### src/rtl/btb_set_assoc.sv
// Set-associative BTB: combinational lookup, updates commit on the clk edge, upd_mispredict follows one cycle later.
// No backpressure; ready stays low while the post-reset sweep clears the valid bits. BTB_STATS_EN adds stat counters.
module btb_set_assoc #(
    parameter int XLEN     = 32,
    parameter int ENTRIES  = 16,
    parameter int WAYS     = 2,
    parameter int CTR_BITS = 2
) (
    input  logic            clk,
    input  logic            rst,
    input  logic [XLEN-1:0] lookup_pc,
    output logic            pred_hit,
    output logic            pred_taken,
    output logic [XLEN-1:0] pred_target,
    input  logic            upd_valid,
    input  logic [XLEN-1:0] upd_pc,
    input  logic            upd_taken,
    input  logic [XLEN-1:0] upd_target,
    output logic            upd_mispredict,
    output logic            ready
`ifdef BTB_STATS_EN
    ,
    output logic [31:0]     stat_lookups,
    output logic [31:0]     stat_hits,
    output logic [31:0]     stat_mispredicts
`endif
);
    localparam int SETS = ENTRIES / WAYS;
    localparam int IDX  = $clog2(SETS);
    localparam int TAG  = XLEN - IDX - 2;
    localparam int SW   = (SETS > 1) ? $clog2(SETS) : 1;
    localparam int WW   = (WAYS > 1) ? $clog2(WAYS) : 1;

    typedef enum logic {S_SWEEP, S_RUN} state_t;

    state_t              state_q, state_d;
    logic [SW-1:0]       cnt_q, cnt_d;
    logic                run;
    logic                mis_q, mis_d;

    logic [WAYS-1:0]     valid_q [SETS];
    logic [WW-1:0]       rr_q    [SETS];
    logic [TAG-1:0]      tag_q   [SETS][WAYS];
    logic [XLEN-1:0]     tgt_q   [SETS][WAYS];
    logic [CTR_BITS-1:0] ctr_q   [SETS][WAYS];

    function automatic logic [SW-1:0] idx_of(input logic [XLEN-1:0] pc);
        logic [XLEN-1:0] s;
        s = pc >> 2;
        return (SETS > 1) ? s[SW-1:0] : '0;
    endfunction

    function automatic logic [TAG-1:0] tag_of(input logic [XLEN-1:0] pc);
        logic [XLEN-1:0] s;
        s = pc >> (IDX + 2);
        return s[TAG-1:0];
    endfunction

    // FSM: state register, next-state logic, outputs
    always_ff @(posedge clk) begin
        if (rst) begin
            state_q <= S_SWEEP;
            cnt_q   <= '0;
        end else begin
            state_q <= state_d;
            cnt_q   <= cnt_d;
        end
    end

    always_comb begin
        state_d = state_q;
        cnt_d   = cnt_q;
        if (state_q == S_SWEEP) begin
            cnt_d = cnt_q + SW'(1);
            if (cnt_q == SW'(SETS - 1)) state_d = S_RUN;
        end
    end

    always_comb begin
        run   = (state_q == S_RUN);
        ready = run;
    end

    logic [SW-1:0] l_idx, u_idx;
    logic [TAG-1:0] l_tag, u_tag;
    logic          l_hit, u_hit, u_free;
    logic [WW-1:0] l_way, u_way, u_fway, victim;

    // Descending scan so the lowest matching / free way wins
    always_comb begin
        l_idx  = idx_of(lookup_pc);
        l_tag  = tag_of(lookup_pc);
        u_idx  = idx_of(upd_pc);
        u_tag  = tag_of(upd_pc);
        l_hit  = 1'b0;
        l_way  = '0;
        u_hit  = 1'b0;
        u_way  = '0;
        u_free = 1'b0;
        u_fway = '0;
        for (int w = WAYS - 1; w >= 0; w--) begin
            if (valid_q[l_idx][w] && tag_q[l_idx][w] == l_tag) begin
                l_hit = 1'b1;
                l_way = WW'(w);
            end
            if (valid_q[u_idx][w] && tag_q[u_idx][w] == u_tag) begin
                u_hit = 1'b1;
                u_way = WW'(w);
            end
            if (!valid_q[u_idx][w]) begin
                u_free = 1'b1;
                u_fway = WW'(w);
            end
        end
        victim = u_free ? u_fway : rr_q[u_idx];
    end

    assign pred_hit    = run & l_hit;
    assign pred_taken  = pred_hit & ctr_q[l_idx][l_way][CTR_BITS-1];
    assign pred_target = pred_hit ? tgt_q[l_idx][l_way] : '0;

    logic u_ptaken, do_upd, do_alloc;
    assign u_ptaken = u_hit & ctr_q[u_idx][u_way][CTR_BITS-1];
    assign do_upd   = run & upd_valid & ~rst;
    assign do_alloc = do_upd & ~u_hit & upd_taken;
    assign mis_d    = run & upd_valid &
                      ((u_ptaken != upd_taken) |
                       (u_ptaken & upd_taken & (tgt_q[u_idx][u_way] != upd_target)));

    always_ff @(posedge clk) begin
        if (rst) mis_q <= 1'b0;
        else     mis_q <= mis_d;
    end
    assign upd_mispredict = mis_q;

    always_ff @(posedge clk) begin
        if (!rst) begin
            if (state_q == S_SWEEP) begin
                valid_q[cnt_q] <= '0;
                rr_q[cnt_q]    <= '0;
            end else if (do_alloc) begin
                valid_q[u_idx][victim] <= 1'b1;
                if (!u_free) rr_q[u_idx] <= (WAYS > 1) ? rr_q[u_idx] + WW'(1) : '0;
            end
        end
    end

    always_ff @(posedge clk) begin
        if (do_upd) begin
            if (u_hit) begin
                if (upd_taken) begin
                    tgt_q[u_idx][u_way] <= upd_target;
                    if (ctr_q[u_idx][u_way] != '1)
                        ctr_q[u_idx][u_way] <= ctr_q[u_idx][u_way] + CTR_BITS'(1);
                end else if (ctr_q[u_idx][u_way] != '0) begin
                    ctr_q[u_idx][u_way] <= ctr_q[u_idx][u_way] - CTR_BITS'(1);
                end
            end else if (upd_taken) begin
                tag_q[u_idx][victim] <= u_tag;
                tgt_q[u_idx][victim] <= upd_target;
                ctr_q[u_idx][victim] <= CTR_BITS'(1) << (CTR_BITS - 1);
            end
        end
    end

`ifdef BTB_STATS_EN
    always_ff @(posedge clk) begin
        if (rst || !run) begin
            stat_lookups     <= '0;
            stat_hits        <= '0;
            stat_mispredicts <= '0;
        end else begin
            stat_lookups     <= stat_lookups + 32'd1;
            stat_hits        <= stat_hits + {31'd0, pred_hit};
            stat_mispredicts <= stat_mispredicts + {31'd0, mis_q};
        end
    end
`endif
endmodule

### config.mk
export PLATFORM = sky130hd
export DESIGN_NAME = btb_set_assoc
export DESIGN_NICKNAME = d
export VERILOG_FILES = /design/src/rtl/btb_set_assoc.sv
export SDC_FILE = /design/constraint.sdc
export NUM_CORES = 1
export LEC_CHECK = 0
export BUFFER_PORTS_ARGS = -buffer_cell sky130_fd_sc_hd__buf_2
export CAP_MARGIN = 5
export CORE_MARGIN = 2
export CORE_UTILIZATION = 35
export DETAILED_ROUTE_END_ITERATION = 10
export PLACE_DENSITY = 0.61
export SLEW_MARGIN = 20
export SYNTH_ARGS = -nofsm -noshare
export SYNTH_HDL_FRONTEND = slang
export SYNTH_SLANG_ARGS = --single-unit
### constraint.sdc
create_clock -name clk -period 8 [get_ports clk]
set_input_delay 1.6 -clock clk [delete_from_list [all_inputs] [get_ports clk]]
set_output_delay 1.6 -clock clk [all_outputs]
set_load 0.01 [all_outputs]
# Word level (Yosys, flattened, before mapping)
# Memories as Yosys holds them, arrays and structs flattened.
# Cells that the tools add are included.
[word_totals]
ff_bits = 5
ram_bits = 1000
memories = 5
[classes]
magnitude_cmp = 7
n_reduce_logical = 10
bitwise_logic = 88
n_eq_ne = 8
n_addsub = 4
mux = 146
[memory_table]
columns = ["name", "depth", "width", "read_ports", "rd_clocked_by_memory_dff", "write_ports", "line", "rtl"]
rows = [
  ["tgt_q", 8, 64, 2, 0, 1, "44", "logic [XLEN-1:0] tgt_q [SETS][WAYS];"],
  ["tag_q", 8, 54, 2, 0, 1, "43", "logic [TAG-1:0] tag_q [SETS][WAYS];"],
  ["ctr_q", 8, 4, 2, 0, 1, "45", "logic [CTR_BITS-1:0] ctr_q [SETS][WAYS];"],
  ["valid_q", 8, 2, 2, 0, 1, "41", "logic [WAYS-1:0] valid_q [SETS];"],
  ["rr_q", 8, 1, 1, 0, 1, "42", "logic [WW-1:0] rr_q [SETS];"],
]
[ops]
columns = ["cell", "n"]
rows = [
  ["32-bit 2-to-1 mux", 9],
  ["64-bit 2-to-1 mux", 2],
  ["1-bit 2-to-1 mux", 111],
  ["27-bit == test", 4],
  ["1-bit bitwise OR", 73],
  ["32-bit demux with 1-bit select", 2],
  ["54-bit 2-to-1 mux", 1],
  ["32-bit != test", 1],
  ["27-bit demux with 1-bit select", 1],
  ["27-bit 2-to-1 mux", 1],
  ["2-bit 2-to-1 mux", 11],
  ["4-bit 2-to-1 mux", 3],
  ["1-bit AND", 10],
  ["1-bit logical AND", 7],
  ["2-bit >= comparator, second input constant", 3],
  ["3-bit 2-to-1 mux", 2],
  ["1-bit inverter with 2-bit output", 3],
  ["2-bit demux with 1-bit select", 2],
  ["2-bit by 1-bit < comparator with 1-bit output, second input constant", 2],
  ["3-bit by 1-bit adder with 3-bit output, second input constant", 1],
  ["3-bit == test, second input constant", 1],
  ["2-bit by 1-bit adder with 2-bit output, second input constant", 1],
  ["1-bit by 2-bit < comparator with 1-bit output, second input constant", 1],
  ["2-bit != test, second input constant", 1],
  ["9 further kinds", 10],
]

# Depth between registers and ports, before layout
# An unclocked memory read counts as a cell.
[logic_depth]
depth_word = 17
ltp_mapped = 23

# Worst setup path after synthesis
# No wires, ideal clock.
[synth_timing]
kind = "input -> output"
from = "input lookup_pc[2]"
to = "output pred_target[10]"
arrival_time_ns = 5.146
required_ns = 6.400
setup_slack_ns = 1.254
stages = 12
path_cell_list = "clkbuf_1 > buf_2 > buf_2 > mux4_2 > mux2i_1 > xnor2_1 > nor4_1 > nand3_1 > nor3_1 > buf_4 > mux4_2 > and2_1"
[synth_between]
elab_chain_len = 10
word_cells_on_any_way = 16
[synth_rtl]
columns = ["item", "line", "rtl"]
rows = [
  ["start: declaration", "11", "input logic [XLEN-1:0] lookup_pc,"],
  ["memory 8 x 54 bit", "-", ""],
  ["27-bit == test", "102", "if (valid_q[l_idx][w] && tag_q[l_idx][w] == l_tag) begin"],
  ["1-bit logical AND", "102", ""],
  ["1-bit 2-to-1 mux (2 in series)", "102", ""],
  ["1-bit inverter with 2-bit output (implied by the code)", "120", "assign pred_target = pred_hit ? tgt_q[l_idx][l_way] : '0;"],
  ["32-bit 2-to-1 mux (implied by the code) (3 in series)", "120", ""],
  ["32-bit 2-to-1 mux (*)", "120", ""],
  ["end: declaration", "14", "output logic [XLEN-1:0] pred_target,"],
]
# Every way passes the cells marked *; elsewhere a longest branch is shown, timed or not. The select of a mux whose other input is x is not followed.

# Final worst setup path
[layout_timing]
from = "input lookup_pc[2]"
to = "output pred_target[16]"
# The elaborated chain is that of the path after synthesis.

==> impl_metrics.sql <==
INSERT INTO impl_metrics (metric_group, metric, value, unit) VALUES
('worst_setup_path', 'worst_r2r_path_depth', '17', ''),
('floorplan', 'start_util', '35.3', '%'),
('sta', 'skew', '38.9', 'ps'),
('power', 'swShare', '23.3', '%'),
('cells_and_area', 'utilization_after_layout', '40.4', '%'),
('synth', 'yosys_synthesis_warning_count', '0', ''),
('synth', 'synth-seq-area-share', '63.0', '%'),
('sta', 'count_of_final_max_slew_check_failures', '0', ''),
('clock_tree', 'cts_tree', 'yes', ''),
('sta', 'report.final.setup_viol', '0', ''),
('sta', 'worst_slew_pin_slew', '1160', 'ps'),
('clock_tree', 'insertion_delay', '730', 'ps'),
('floorplan', 'core_area', '0.136', 'sq mm'),
('outcome', 'outcome', 'finished clean', ''),
('worst_setup_path', 'cp_data_arrival_time', '5590', 'ps'),
('power', 'power.density_cell_area', '214', 'mW/mm^2'),
('job', 'max_cap_violations', '0', ''),
('worst_setup_path', 'critical_path.most_common_cell', 'mux4_2', ''),
('grt', 'grt_pass1_vias', '29300', ''),
('power', 'combinational_power_share', '8.5', '%'),
('route', 'dr_wl_cell', '30.8', 'um'),
('synth', 'synth.lib_cells_used.distinct', '75', ''),
('power', 'vdd.ir_drop.worst', '230', 'uV'),
('route', 'drt-initial-drc-count', '3659', ''),
('clock_tree', 'clock_sink_count', '1005', ''),
('synth', 'post_synth_inst_count', '2761', ''),
('route', 'drt_drc_violations_left', '0', ''),
('clock_tree', 'cts_max_level', '3', ''),
('power', 'power_leakage', '17.4', 'nW'),
('worst_setup_path', 'worstPathRequired', '6400', 'ps'),
('worst_setup_path', 'cp-end-kind', 'primary output', ''),
('power', 'internal_power', '8.97', 'mW'),
('worst_hold_path', 'min-delay-path-class', 'register to register', ''),
('worst_setup_path', 'worstPathMaxFanout', '33', ''),
('sta', 'rsz_0062_raised_after_global_routing', 'no', ''),
('route', 'wirelength', '148000', 'um'),
('worst_setup_path', 'timing_worst_setup_path_type', 'primary input to primary output', ''),
('worst_setup_path', 'cp_cell_sequence', 'buf_8 > buf_4 > mux4_2 > mux2i_1 > xnor2_1 > nor4_1 > nand4_1 > nor2_1 > nor3_2 > buf_12 > mux4_2 > and2_1 > buf_2', ''),
('grt', 'grt_max_degree', '93', ''),
('grt', 'number_of_antenna_violations_at_the_first_check_in_global_routing', '26', ''),
('cells_and_area', 'drive_above_1_share', '29.6', '%'),
('synth', 'synth_area_per_cell', '17.3', 'sq um'),
('sta', 'min_tclk_post_route', '7190', 'ps'),
('synth', 'synth_edf_count', '1000', ''),
('worst_setup_path', 'element_type_at_the_critical_path_start', 'primary input', ''),
('floorplan', 'die_width', '374', 'um'),
('cells_and_area', 'area_growth', '14.4', '%'),
('sta', 'setup_total_negative_slack', '0', 'ps'),
('synth', 'asyncSetResetFlopFracSynth', '0', '%'),
('floorplan', 'die_area', '0.140', 'sq mm'),
('clock_tree', 'postCtsResizedCells', '0', ''),
('place', 'place_area', '0.0513', 'sq mm'),
('synth', 'dominantRegCellSynth', 'edfxtp_1', ''),
('grt', 'global_route_wire_length_before_repair', '212000', 'um'),
('floorplan', 'core_rows', '135', ''),
('clock_tree', 'cts_hold_repair.buffers', '0', ''),
('synth', 'syn_nets', '2866', ''),
('place', 'dp.final_hpwl', '89600', 'um'),
('power', 'p_switching', '2.72', 'mW'),
('route', 'dr_total_vias', '29300', ''),
('worst_setup_path', 'timing.critical_path.slowest_cell_delay', '560', 'ps'),
('floorplan', 'die_extent_in_y', '374', 'um'),
('floorplan', 'ios', '136', ''),
('power', 'proportion_of_power_drawn_by_flip_flops_and_latches', '49.6', '%'),
('cells_and_area', 'layout.cell_area.non_filler', '0.0548', 'sq mm'),
('place', 'place.gp.congestion', '0.872', ''),
('place', 'dp_cells', '4602', ''),
('clock_tree', 'post-cts-setup-buffers', '0', ''),
('synth', 'ys_seq_elements', '1005', ''),
('worst_setup_path', 'critical-path-slowest-cell', 'mux4_2', ''),
('sta', 'max_slew_margin', '22.7', '%');
[logic make-up after synthesis]
group                      synth area share, %
muxes                                     22.3
adders and majority gates                0.131
DFF                                       63.0
xor gates and xnor gates                  2.07
and+or+nand+nor                           4.74
buffers and inverters                     2.02
AOI/OAI and AO/OA                         5.76
[final timing paths]
check	slack [ps]	end	startpoint
worst max register to register	2600	upd_mispredict	tag_q[3][48]
worst max-delay path	810	pred_target[16]	lookup_pc[2]
worst min-delay path	620	cnt_q[2]	cnt_q[2]
worst min register to register	620	cnt_q[2]	cnt_q[2]
[state kept, by name, indices dropped and copies added (netlist names)]
register and count:
ctr_q 32, tag_q 432, upd_mispredict 1, tgt_q 512
valid_q 16, ready 1, cnt_q 3, rr_q 8
[critical path, delay by kind of cell]
| kind | cells | cell delay, ps |
|---|---|---|
| XOR/XNOR | 1 | 310 |
| buffers and inverters | 4 | 1290 |
| multiplexers | 3 | 1400 |
| AND/OR/NAND/NOR | 5 | 820 |
[synth_stat cells, drive strengths merged (12+ instances only)]
cell | instances | area, sq um
o22ai | 139 | 870
edfxtp | 1000 | 30000
a22oi | 29 | 218
nand3b | 12 | 90.1
a211oi | 15 | 113
inv | 15 | 56.3
nand3 | 19 | 95.1
mux2i | 179 | 1790
and2 | 39 | 244
nand2 | 48 | 183
nor2b | 13 | 81.3
mux4 | 364 | 8200
mux2 | 61 | 687
a21oi | 33 | 165
a31oi | 14 | 87.6
nor2 | 148 | 556
nand4 | 17 | 106
o21ai | 28 | 140
o221ai | 47 | 412
o22a | 14 | 123
buf | 88 | 509
xnor2 | 87 | 762
nor4 | 45 | 303
nor3 | 35 | 175
clkbuf | 106 | 398
xor2 | 26 | 228
[placed cells by master, fill, tap and decap left out, types with 11 or more instances in the layout]
cell type / count
nor2_1: 115
clkinv_1: 18
nand3b_1: 12
a22oi_1: 29
inv_1: 14
buf_4: 104
edfxtp_1: 1000
mux2_2: 61
nor4_1: 43
o22ai_1: 139
nor3_1: 33
clkinv_2: 22
and2_1: 38
nor2_4: 32
xor2_1: 26
o221ai_1: 47
buf_2: 125
a21oi_1: 33
nand4_1: 17
clkbuf_1: 22
buf_12: 19
a31oi_1: 12
mux2i_1: 179
nand2_1: 47
mux4_2: 364
bufinv_16: 11
a211oi_1: 15
xnor2_1: 87
nor2b_1: 12
clkbuf_16: 106
nand3_1: 18
o21ai_0: 27
o22a_1: 14
[metal layers]
| metal | up-vias | GRT usage [%] | routed length, um |
|---|---|---|---|
| met1 | 15400 | 28.3 | 59900 |
| met2 | 1547 | 33.4 | 70500 |
| met4 | 22 | 7.05 | 4600 |
| met3 | 294 | 4.33 | 13000 |
| li1 | 12000 | - | - |
| met5 | - | 0 | 139 |
[stage by stage]
| stage | hold WS (ps) | worst slack (ps) |
|---|---|---|
| floorplan | 552 | 1250 |
| global placement | 600 | 647 |
| detailed placement | 608 | 574 |
| CTS | 621 | 822 |
| global route | 687 | 584 |
| finish | 619 | 810 |
[final cells by class]
| type | count | area, sq um |
|---|---|---|
| tap | 1781 | 2230 |
| timing repair buffer | 254 | 1880 |
| clock buffer | 128 | 2740 |
| sequential | 1005 | 30100 |
| multi-input combinational | 1546 | 17000 |
| fill | 12100 | 80900 |
| inverter | 16 | 61.3 |
| antenna | 9 | 22.5 |
| clock inverter | 64 | 666 |
[power groups by stage]
stage               registers (mW)  clock network [mW]  logic, mW
floorplan                     5.91                   0      0.597
global placement              5.91                   0      0.979
detailed placement            5.91                   0      0.981
CTS                           5.80                4.97      0.985
global route                  5.80                5.16       1.04
finish                        5.80                4.90      0.992
(Power assumes the default switching activity.)
